### src/rtl/ksa_pipe_adder.sv
// Pipelined Kogge-Stone adder/subtractor with valid/ready handshake and a global stall.
// Optional signed saturation on overflow when KSA_SAT_EN is defined.
module ksa_pipe_adder #(
  parameter int unsigned WIDTH       = 16,
  parameter int unsigned LVL_PER_STG = 2
) (
  input  logic             clk,
  input  logic             rst_n,
  input  logic             in_valid,
  output logic             in_ready,
  input  logic [WIDTH-1:0] in_a,
  input  logic [WIDTH-1:0] in_b,
  input  logic             in_cin,
  input  logic             in_sub,
  output logic             out_valid,
  input  logic             out_ready,
  output logic [WIDTH-1:0] out_sum,
  output logic             out_cout,
  output logic             out_ovf
);

  localparam int LOG2W = $clog2(WIDTH);
  localparam int LPS   = int'(LVL_PER_STG);
  localparam int NSTG  = (LOG2W + LPS - 1) / LPS;

  logic             w_adv;
  logic [WIDTH-1:0] w_beff;
  logic             w_c0;

  // Index 0 is the operand-capture stage; 1..NSTG are prefix stages.
  logic [WIDTH-1:0] r_g    [NSTG+1];
  logic [WIDTH-1:0] r_p    [NSTG+1];
  logic [WIDTH-1:0] r_pb   [NSTG+1];
  logic             r_c0   [NSTG+1];
  logic             r_amsb [NSTG+1];
  logic             r_vld  [NSTG+1];

  logic [WIDTH-1:0] w_g [NSTG+1];
  logic [WIDTH-1:0] w_p [NSTG+1];

  logic [WIDTH-1:0] w_cin_vec;
  logic [WIDTH-1:0] w_res;
  logic             w_cout;
  logic             w_ovf;

  logic             r_out_vld;
  logic [WIDTH-1:0] r_sum;
  logic             r_cout;
  logic             r_ovf;

  assign w_adv    = !r_out_vld || out_ready;
  assign in_ready = w_adv;
  assign w_beff   = in_sub ? ~in_b : in_b;
  assign w_c0     = in_sub | in_cin;

  always_comb begin
    logic [WIDTH-1:0] t_g, t_p;
    t_g = '0;
    t_p = '0;
    w_g = '{default: '0};
    w_p = '{default: '0};
    for (int s = 1; s <= NSTG; s++) begin
      t_g = r_g[s-1];
      t_p = r_p[s-1];
      // c0 enters as the generate of bit -1, so every group G ends up as the true carry.
      if (s == 1) t_g[0] = t_g[0] | (t_p[0] & r_c0[0]);
      for (int l = (s - 1) * LPS; l < s * LPS && l < LOG2W; l++) begin
        t_g = t_g | (t_p & (t_g << (1 << l)));
        t_p = t_p & ((t_p << (1 << l)) | ~({WIDTH{1'b1}} << (1 << l)));
      end
      w_g[s] = t_g;
      w_p[s] = t_p;
    end
  end

  always_ff @(posedge clk or negedge rst_n) begin
    if (!rst_n) begin
      for (int s = 0; s <= NSTG; s++) begin
        r_vld[s]  <= 1'b0;
        r_g[s]    <= '0;
        r_p[s]    <= '0;
        r_pb[s]   <= '0;
        r_c0[s]   <= 1'b0;
        r_amsb[s] <= 1'b0;
      end
    end else if (w_adv) begin
      r_vld[0]  <= in_valid;
      r_g[0]    <= in_a & w_beff;
      r_p[0]    <= in_a ^ w_beff;
      r_pb[0]   <= in_a ^ w_beff;
      r_c0[0]   <= w_c0;
      r_amsb[0] <= in_a[WIDTH-1];
      for (int s = 1; s <= NSTG; s++) begin
        r_vld[s]  <= r_vld[s-1];
        r_g[s]    <= w_g[s];
        r_p[s]    <= w_p[s];
        r_pb[s]   <= r_pb[s-1];
        r_c0[s]   <= r_c0[s-1];
        r_amsb[s] <= r_amsb[s-1];
      end
    end
  end

  assign w_cin_vec = {r_g[NSTG][WIDTH-2:0], r_c0[NSTG]};
  assign w_cout    = r_g[NSTG][WIDTH-1];
  assign w_ovf     = r_g[NSTG][WIDTH-1] ^ r_g[NSTG][WIDTH-2];

  always_comb begin
    w_res = r_pb[NSTG] ^ w_cin_vec;
`ifdef KSA_SAT_EN
    if (w_ovf) w_res = r_amsb[NSTG] ? {1'b1, {(WIDTH-1){1'b0}}} : {1'b0, {(WIDTH-1){1'b1}}};
`else
    w_res = r_pb[NSTG] ^ w_cin_vec;
`endif
  end

  always_ff @(posedge clk or negedge rst_n) begin
    if (!rst_n) begin
      r_out_vld <= 1'b0;
      r_sum     <= '0;
      r_cout    <= 1'b0;
      r_ovf     <= 1'b0;
    end else if (w_adv) begin
      r_out_vld <= r_vld[NSTG];
      r_sum     <= w_res;
      r_cout    <= w_cout;
      r_ovf     <= w_ovf;
    end
  end

  assign out_valid = r_out_vld;
  assign out_sum   = r_sum;
  assign out_cout  = r_cout;
  assign out_ovf   = r_ovf;

endmodule

### config.mk
export PLATFORM = sky130hd
export DESIGN_NAME = ksa_pipe_adder
export DESIGN_NICKNAME = d
export VERILOG_FILES = /design/src/rtl/ksa_pipe_adder.sv
export SDC_FILE = /design/constraint.sdc
export NUM_CORES = 1
export LEC_CHECK = 0
export ABC_AREA = 1
export CAP_MARGIN = 25
export CORE_UTILIZATION = 50
export DETAILED_ROUTE_END_ITERATION = 10
export MAX_ROUTING_LAYER = met4
export PLACE_DENSITY_LB_ADDON = 0.08
export SLEW_MARGIN = 10
export SYNTH_ARGS = -nofsm -noshare
export SYNTH_HDL_FRONTEND = slang
export SYNTH_SLANG_ARGS = --single-unit
export TNS_END_PERCENT = 100
### constraint.sdc
create_clock -name clk -period 1.5 [get_ports clk]
set_input_delay 0.15 -clock clk [delete_from_list [all_inputs] [get_ports clk]]
set_output_delay 0.15 -clock clk [all_outputs]
set_load 0.01 [all_outputs]
# Word level (Yosys, flattened, before mapping)
# Index checks and enable logic that the tools add are counted.
[totals]
output_inout_bits = 20
elab_cells = 39
ff_bits = 137
in_bits = 38
[classes]
reduce_logical = 2
n_bitwise = 19
mux = 1
[op_table]
columns = ["op", "n"]
rows = [
  ["AND 16 bit", 8],
  ["OR 16 bit", 4],
  ["XOR 16 bit", 2],
  ["2-to-1 mux 16 bit", 1],
  ["inverter 16 bit", 1],
  ["OR 1 bit", 2],
  ["AND 1 bit", 1],
  ["logical NOT 1 bit", 1],
  ["logical OR 1 bit", 1],
  ["XOR 1 bit", 1],
]

# Logic depth before layout (Yosys ltp)
# Gate-level depths: netlist of run 1.
[logic_depth]
ltp_word = 6
ltp_mapped = 7
mapped_depth_nobuf = 6

# Least setup slack after synthesis of run 1
# OpenSTA, ideal clock, no wires.
[synth_timing]
path_type = "in2reg"
start = "input in_sub"
end = "register r_p[44] (netlist name)"
arrival_time_ps = 1042
setup_ps = 126
stages = 6
n_path_buf = 2
path_slack_ps = 332
required_ps = 1374
path_cell_list = "buf_2 > buf_4 > xor2_1 > ha_1 > nand2_1 > o21ai_0"
[synth_via]
elab_chain_len = 2
[synth_rtl]
columns = ["item", "line_no", "text"]
rows = [
  ["start: declaration", "14", "input logic in_sub,"],
  ["2-to-1 mux 16 bit", "53", "assign w_beff = in_sub ? ~in_b : in_b;"],
  ["XOR 16 bit", "89", "r_p[0] <= in_a ^ w_beff;"],
  ["end signal: indexed assignment", "96", "r_p[s] <= w_p[s];"],
  ["end: declaration", "32", "logic [WIDTH-1:0] r_p [NSTG+1];"],
]
# Every way passes these cells.
# A chain may end at the register's enable or synchronous reset.

# Worst setup path after layout of run 1
[layout_timing]
start = "register r_sum[0] (netlist: out_sum[0])"
end = "output out_sum[0]"
[layout_lines]
columns = ["item", "line_no", "text"]
rows = [
  ["start: declaration", "47", "logic [WIDTH-1:0] r_sum;"],
  ["start signal: assignment", "125", "r_sum <= w_res;"],
  ["end: declaration", "17", "output logic [WIDTH-1:0] out_sum,"],
]
# No word-level cell between the ends.

==> results of run 1 <==
-- sequential cells by signal, summed over array words and instances (netlist names) --
name and flops:
r_pb 31, r_c0 3, out_valid 1, out_ovf 1, r_vld 3, r_p 29
out_cout 1, out_sum 16, r_g 48
-- cell families after synthesis --
| group | share of synthesized area |
|---|---|
| compound gates | 0.0659 |
| fa+ha+maj | 0.0341 |
| buf+inv | 0.0548 |
| xor+xnor | 0.0492 |
| simple gates | 0.229 |
| flops | 0.567 |
-- power breakdown --
group | total [uW] | leakage (uW) | switching, uW | internal (uW)
logic | 4460 | 0.00183 | 2360 | 2110
registers | 6150 | 0.00165 | 1060 | 5080
clock network | 4040 | 0.000281 | 1520 | 2520
total | 14600 | 0.00376 | 4940 | 9710
-- cells in the mapped netlist --
master / instances / area share
o21a_1: 1 / 0.0013
nor2_1: 13 / 0.0083
nand2_1: 311 / 0.20
dfrtp_1: 133 / 0.57
xnor2_1: 17 / 0.025
nand3_1: 22 / 0.019
inv_2: 1 / 0.00064
nand4_1: 1 / 0.0011
a22oi_1: 2 / 0.0026
a21oi_1: 7 / 0.0060
o21ai_0: 54 / 0.046
o31ai_1: 2 / 0.0026
clkbuf_1: 4 / 0.0026
buf_4: 9 / 0.012
nor2_2: 1 / 0.0011
xor2_1: 16 / 0.024
o21ai_1: 5 / 0.0043
buf_2: 17 / 0.014
o22ai_1: 1 / 0.0011
nand2_2: 1 / 0.0011
inv_1: 40 / 0.026
ha_1: 16 / 0.034
a31oi_1: 2 / 0.0021
-- routing by layer --
metal  routed length, um  vias to the layer above  share of wire
met5                   0                        -              0
met4                 100                        0         0.0086
met3                 393                        9          0.034
met2                5180                       83           0.45
met1                5950                     2067           0.51
li1                    -                     2270              -
-- through the flow --
stage | worst slack (ns) | instances | util | cell area [um^2] | hold WS [ns]
floorplan | 0.332 | 676 | - | 5870 | -0.146
global placement | -0.0471 | 876 | 0.596 | 6810 | 0.0978
detailed placement | -0.0984 | 876 | 0.596 | 6810 | 0.105
CTS | 0.0224 | 910 | 0.649 | 7410 | 0.214
global route | 0.00367 | 910 | 0.650 | 7420 | 0.237
finish | 0.0526 | 910 | 0.650 | 7420 | 0.201
-- cells in the final DEF, fill, tap and decap left out, types with 2 or more instances in the layout --
master,synthesis,routed
nand2_1,311,311
dfrtp_1,133,133
o21ai_0,54,54
clkdlybuf4s50_1,0,51
inv_1,40,40
nand3_1,22,22
buf_4,9,22
xnor2_1,17,17
clkbuf_16,0,17
xor2_1,16,16
ha_1,16,16
nor2_1,13,13
buf_12,0,10
a21oi_1,7,7
o21ai_1,5,5
clkinv_2,0,5
clkinvlp_4,0,4
dlymetal6s2s_1,0,3
a31oi_1,2,2
o31ai_1,2,2
a22oi_1,2,2
bufinv_16,0,2
clkbuf_8,0,2
clkinv_4,0,2
dlygate4sd2_1,0,2
-- area by class of cell --
| cell class | count | area, um^2 |
|---|---|---|
| clock buffer | 19 | 453 |
| multi-input combinational | 472 | 2230 |
| inverter | 41 | 154 |
| clock inverter | 13 | 133 |
| tap | 143 | 179 |
| timing repair buffer | 89 | 941 |
| sequential | 133 | 3330 |
| fill | 960 | 4000 |
-- worst max-delay path by stage --
stage	from	end	slack, ns	cells past startpoint
4_1_cts	out_cout	out_cout	0.02	1
5_1_grt	out_sum[15]	out_sum[15]	0.004	1
2_1_floorplan	in_sub	r_p[44]	0.33	6
3_5_place_dp	in_sub	r_p[35]	-0.1	7
6_report	out_sum[0]	out_sum[0]	0.05	1
3_3_place_gp	in_sub	r_p[42]	-0.05	7
-- worst reg2reg max path, delay by kind of cell, from the launching register on --
family	cells	cell delay, ns
AOI/OAI and AO/OA	1	0.10
buffers and inverters	4	0.56
DFF	1	0.40
and+or+nand+nor	1	0.12
-- timing repair --
action | CTS | global route
gates resized for setup | 2 | 3
endpoints found under the setup margin | 2 | 3
hold endpoints to repair | 24 | 0
buffers inserted | 1 | 0
hold buffers | 1 | 0
==> results.md, run 1 <==
- The number of setup violations in the final report is 0.
- At the pin with the least slew margin, the transition time is 0.389 ns.
- The worst path needs 1.45 ns of the cycle, external delays included.
- 58 I/O pins were placed.
- The tool flagged a number of max-cap violations equal to 0.
- The start of the worst register-to-register path is out_valid.
- The critical path's slowest cell is clkdlybuf4s50_1.
- Measured along the x axis, the die boundary spans 110 um.
- Along the worst path, the maximum fanout reaches 2.
- Setup slack on the worst reg-to-reg path comes out at 0.19 ns.
- In the global route stage, overall resource usage came out at 0.222.
- The routed layout has 4,429 vias.
- The depth of the worst register-to-register path is 6.
- The tree is rooted in a clkbuf_16.
- The number of standard-cell rows in the floorplan is 39.
- The number of nets produced by synthesis is 730.
- Clock-pin slew was measured on the worst setup and hold paths at 0.06 ns.
- The die height is 110 um.
- The mean instance size in the synthesized netlist is 8.68 um^2.
- The core region is 0.0114 mm^2.
- The number of global-route vias before repair was 4,256.
- Grouping stages by cell kind, the critical path spends the most delay in buffers and inverters.
- The count of buffers added on input and output ports is 57.
- Of the available clock period, the critical path in the final layout requires 0.965.
- The number of clock sinks is 133.
- In this run the deepest clock path goes through 2 buffers.
- The power per unit of standard cell area is 1970 mW/mm^2.
- The gate count after technology mapping is 676.
- The final layout net count is 808.
- The critical path goes through clkdlybuf4s50_1.
- The met3 usage is 0.0494.
- Data on the critical path arrives at its endpoint at 1.30 ns.
- For this run, the top clock speed supported by timing is 0.691 GHz.
- The final hold violation count is 0.
- The critical path is of the reg2out type.
- The static leakage is 0.00376 uW.
- Entering global routing, the biggest net connects 58 pins.
- The endpoint of the most critical register-to-register path is out_sum[15].
- The wire length of the first global-routing pass is 20,000 um.
- The DRC violation count after routing is 0.
- Counting flops and latches in the post-synthesis netlist gives 133.
- Setup repair after global routing left no endpoint under its margin.
- The worst vdd rail ir drop is 1.06 mV.
- In this design, the stage delay of the slowest critical-path cell is 0.54 ns.
- The met1 usage is 0.313.
- The number of buffers and inverters on the critical path is 1.
- For this run the aggregate overflow at the end of global routing stands at 0.
- At the end of routability-driven placement, the weighted congestion stood at 0.801.
- The initial cell density of the core is 0.514.
- The latest clock arrival within the worst-skew pair is 0.41 ns.
- The die covers 0.0122 mm^2.
- After detailed routing, the number of vias per cell comes to 4.87.
- The netlist uses 23 different library cells.
- The H-tree depth is 4.
- After global routing, the most crowded layer is met2.
- 0 antenna diodes ended up in the layout.
- The number of buffers inserted during clock tree synthesis is 17.
- The portion of the post-synthesis area used by sequential elements is 0.567.
- The initial antenna violation count came to 0.
- The final wirelength is 11,600 um.
- In the final routed layout, each cell accounts on average for 12.8 um.
- The worst min-delay path class is in2async.
- The flow ran to the end, and the final reports show no timing, DRC or antenna violations.
- The type of destination of the critical path is an output pin.
- The final-report max-slew violation count was 0.
- The initial DRC count is 286.
- From synthesis to final layout, the design area changed by 26.4%.
- The antenna violation net count after detailed routing is 0.
- The startpoint type of the worst setup path is a register.
- The cell area after synthesis is 0.00587 mm^2.
- The global-route track usage on met2 is 0.323.
- The clock skew is 0.0102 ns.
- In the final layout, the share of cells above drive strength 1 is 0.0874.
- The normalized max-slew margin is 0.741.
- The number of synthesis warnings is 0.
- The CTS tree is built.
- The total negative slack is 0 ns.
- The required time at the endpoint of the critical path is 1.35 ns.
- The first-pass detailed-route iteration total is 4.
- The post-route total power is 14,600 uW.
- After legalization and detailed placement, the total HPWL measured 8040 um.
(Power assumes the default switching activity.)
==> run 2, diff against run 1 <==
--- a/config.mk
+++ b/config.mk
@@ -9,6 +9,7 @@
 export CAP_MARGIN = 25
 export CORE_UTILIZATION = 50
 export DETAILED_ROUTE_END_ITERATION = 10
+export DONT_BUFFER_PORTS = 1
 export MAX_ROUTING_LAYER = met4
 export PLACE_DENSITY_LB_ADDON = 0.08
 export SLEW_MARGIN = 10
==> results.md, run 2 (same netlist as run 1, synthesis figures left out) <==
- The actual slew at the worst max-slew pin is 0.321 ns (was 0.389 ns).
- The worst-case hold slack was -0.562 ns (was 0.201 ns).
- The max-cap violation count is 0 (unchanged).
- The register-to-register setup slack is 0.21 ns (was 0.19 ns).
- The relative contribution of sequential cells to total power is 0.447 (was 0.420).
- The initial DRC count came to 346 (was 286).
- The power per unit of standard cell area is 2050 mW/mm^2 (was 1970 mW/mm^2).
- The antenna violation net count after detailed routing came to 0 (unchanged).
- The worst min-delay path class is in2async (unchanged).
- The static leakage is 0.00350 uW (was 0.00376 uW).
- The kind of critical path is reg2out (unchanged).
- The number of buffer cells added on primary ports is 0 (was 57).
- The total negative slack is 0 ns (unchanged).
- The power spent charging and discharging nets is 4730 uW (was 4940 uW).
- The area of all placed cells without fillers is 0.00689 mm^2 (was 0.00742 mm^2).
- The wire length of the first global-routing pass is 19,500 um (was 20,000 um).
- The post-route minimum period is 1.33 ns (was 1.45 ns).
- The share of power burned in combinational logic came to 0.252 (was 0.305).
- The DRC violation count after routing came to 0 (unchanged).
- The critical-path maximum fanout is 28 (was 2).
- The HPWL after detailed placement is 7310 um (was 8040 um).
- The maximum number of pins on one net before global-route repair was 134 (was 58).
- Registers with the highest flip-flop counts: r_g: 48 flops, r_pb: 31 flops, r_p: 29 flops (unchanged).
- The cell at the root of the clock tree was clkbuf_16 (unchanged).
- The register bank with the most flops is r_g (unchanged).
- The final hold violation count is 133 (was 0).
- The number of flip-flops in the largest register is 48 (unchanged).
- The checks that failed: hold timing.
- Worst path cell trace: nand2_4 > buf_12 (was clkdlybuf4s50_1).
- The hold-fix buffer count after cts came to 18 (was 1).
- The relative contribution of the clock network to total power is 0.301 (was 0.276).
- The number of setup violations in the final report came to 0 (unchanged).
- The initial antenna violation count came to 0 (unchanged).
- RSZ-0062 raised after global routing: no (unchanged).
- The internal power came to 9390 uW (was 9710 uW).
- The die height is 110 um (unchanged).
- The area growth from synthesis to layout is 17.3% (was 26.4%).
- The worst vdd rail ir drop was 0.857 mV (was 1.06 mV).
- The fraction of final layout cells sized beyond drive strength 1 came to 0.0702 (was 0.0874).
- The number of stages on the worst setup path is 2 (was 1).
- The net switching share of the total power is 0.335 (was 0.337).
- The number of clock sinks is 133 (unchanged).
- The final layout net count is 754 (was 808).
- The critical path's slowest cell is dfrtp_1 (was clkdlybuf4s50_1).
- The final-report max-slew violation count is 0 (unchanged).
- The mean number of vias per cell is 4.91 (was 4.87).
- The normalized max-slew margin came to 0.784 (was 0.741).
- The total inserted antenna cells is 0 (unchanged).
- The maximum buffer depth of the clock tree is 2 (unchanged).
- The kind of cell with the highest combined delay on the critical path is flip-flops (was buffers and inverters).
- The stage delay of the slowest cell on the critical path is 0.45 ns (was 0.54 ns).
- The first-pass detailed-route iteration total is 4 (unchanged).
- The x dimension of the die is 110 um (unchanged).
- Most frequent cells in the layout: nand2_1, dfrtp_1, o21ai_0 (unchanged).
- The clock skew was 0.00823 ns (was 0.0102 ns).
- The number of global-route vias before repair was 4,043 (was 4,256).
- The weighted congestion reported at the end of routability-driven placement came to 0.805 (was 0.801).
- The cell area after placement is 0.00603 mm^2 (was 0.00681 mm^2).
- The count of instances resized after the clock tree is built came to 0 (was 2).
- The CTS tree is built (unchanged).
- The final wirelength is 11,400 um (was 11,600 um).
- The total congestion overflow is 0 (unchanged).
- The share of the clock period used by the worst path after layout came to 0.888 (was 0.965).
- The number of buffers and inverters on the critical path is 1 (unchanged).
- Outcome: finished, violations left (was complete, no violations).
- The maximum operating frequency is 0.751 GHz (was 0.691 GHz).
- The global router's overall resource usage is 0.218 (was 0.222).
- The initial cell density of the core is 0.514 (unchanged).
- The H-tree depth is 4 (unchanged).
- The clock slew seen by the registers of the worst setup and hold paths is 0.05 ns (was 0.06 ns).
- The area of the core is 0.0114 mm^2 (unchanged).
- The die area was 0.0122 mm^2 (unchanged).
- The number of standard-cell rows in the floorplan was 39 (unchanged).
- The most common library cell in the layout ignoring fill and taps is nand2_1 (unchanged).
- The startpoint type of the worst setup path is a register (unchanged).
- The number of buffers inserted during clock tree synthesis is 17 (unchanged).
- The arrival time reported for the critical path endpoint is 1.18 ns (was 1.30 ns).
- The number of ports placed on the die boundary came to 58 (unchanged).
- The via count was 4,198 (was 4,429).
- The depth of the worst register-to-register path is 7 (was 6).
- The latest clock arrival within the worst-skew pair came to 0.41 ns (about the same).
- The type of destination of the critical path was an output pin (unchanged).
- The required time at the endpoint of the critical path was 1.35 ns (about the same).
- The final routed wire length divided by cell count is 13.3 um (was 12.8 um).
==> run 2: area by class of cell <==
| type | instances | area, um^2 |
|---|---|---|
| Clock buffer | 18 | 429 |
| Clock inverter | 13 | 184 |
| Fill cell | 1041 | 4530 |
| Inverter | 41 | 154 |
| Multi-Input combinational cell | 472 | 2230 |
| Sequential cell | 133 | 3330 |
| Tap cell | 143 | 179 |
| Timing Repair Buffer | 35 | 383 |
==> run 2: power by group through the flow <==
stage | logic, uW | registers (uW) | clock network, uW
2_1_floorplan | 2740 | 6030 | 0
3_3_place_gp | 3330 | 6320 | 0
3_5_place_dp | 3420 | 6370 | 0
4_1_cts | 3550 | 6320 | 4350
5_1_grt | 4140 | 6520 | 4520
6_report | 3550 | 6320 | 4250
==> run 2: worst reg2reg max path, cell delays in order, from the launching register on <==
cell	delay [ns]
dfrtp_1	0.46
nand2_4	0.12
buf_4	0.18
buf_4	0.17
nand3_1	0.11
nand2_1	0.06
nand2_1	0.05
nand2_1	0.04
==> run 2: worst paths after layout <==
| path | start | to |
|---|---|---|
| hold reg to reg | r_vld[0] | out_valid |
| min in group clk | in_a[12] | r_p[44] |
| max in group asynchronous | rst_n | r_g[30] |
| setup reg to reg | out_valid | r_g[14] |
| hold / removal | rst_n | out_sum[2] |
| setup / recovery | out_valid | in_ready |
==> run 2: per-stage QoR <==
stage	power, uW	std cells	worst slack (ns)	utilization
final	14100	855	0.169	0.603
after detailed placement	9780	801	0.231	0.528
after CTS	14200	851	0.0103	0.601
after floorplan	8770	676	0.332	-
after global placement	9660	801	0.244	0.528
after global routing	15200	855	0.107	0.603
==> run 2: layer usage <==
| metal | share of wire | vias to the layer above | global-route usage |
|---|---|---|---|
| met5 | 0 | - | - |
| met4 | 0.0093 | 0 | 0.0648 |
| met3 | 0.037 | 11 | 0.0553 |
| met2 | 0.43 | 88 | 0.299 |
| met1 | 0.52 | 1934 | 0.318 |
| li1 | - | 2165 | - |
==> run 2: timing repair <==
item | CTS | global route
endpoints found under the hold margin | 160 | 133
setup endpoints to repair | 1 | 1
gates cloned | 1 | 0
buffers inserted | 0 | 4
pin swaps | 0 | 1
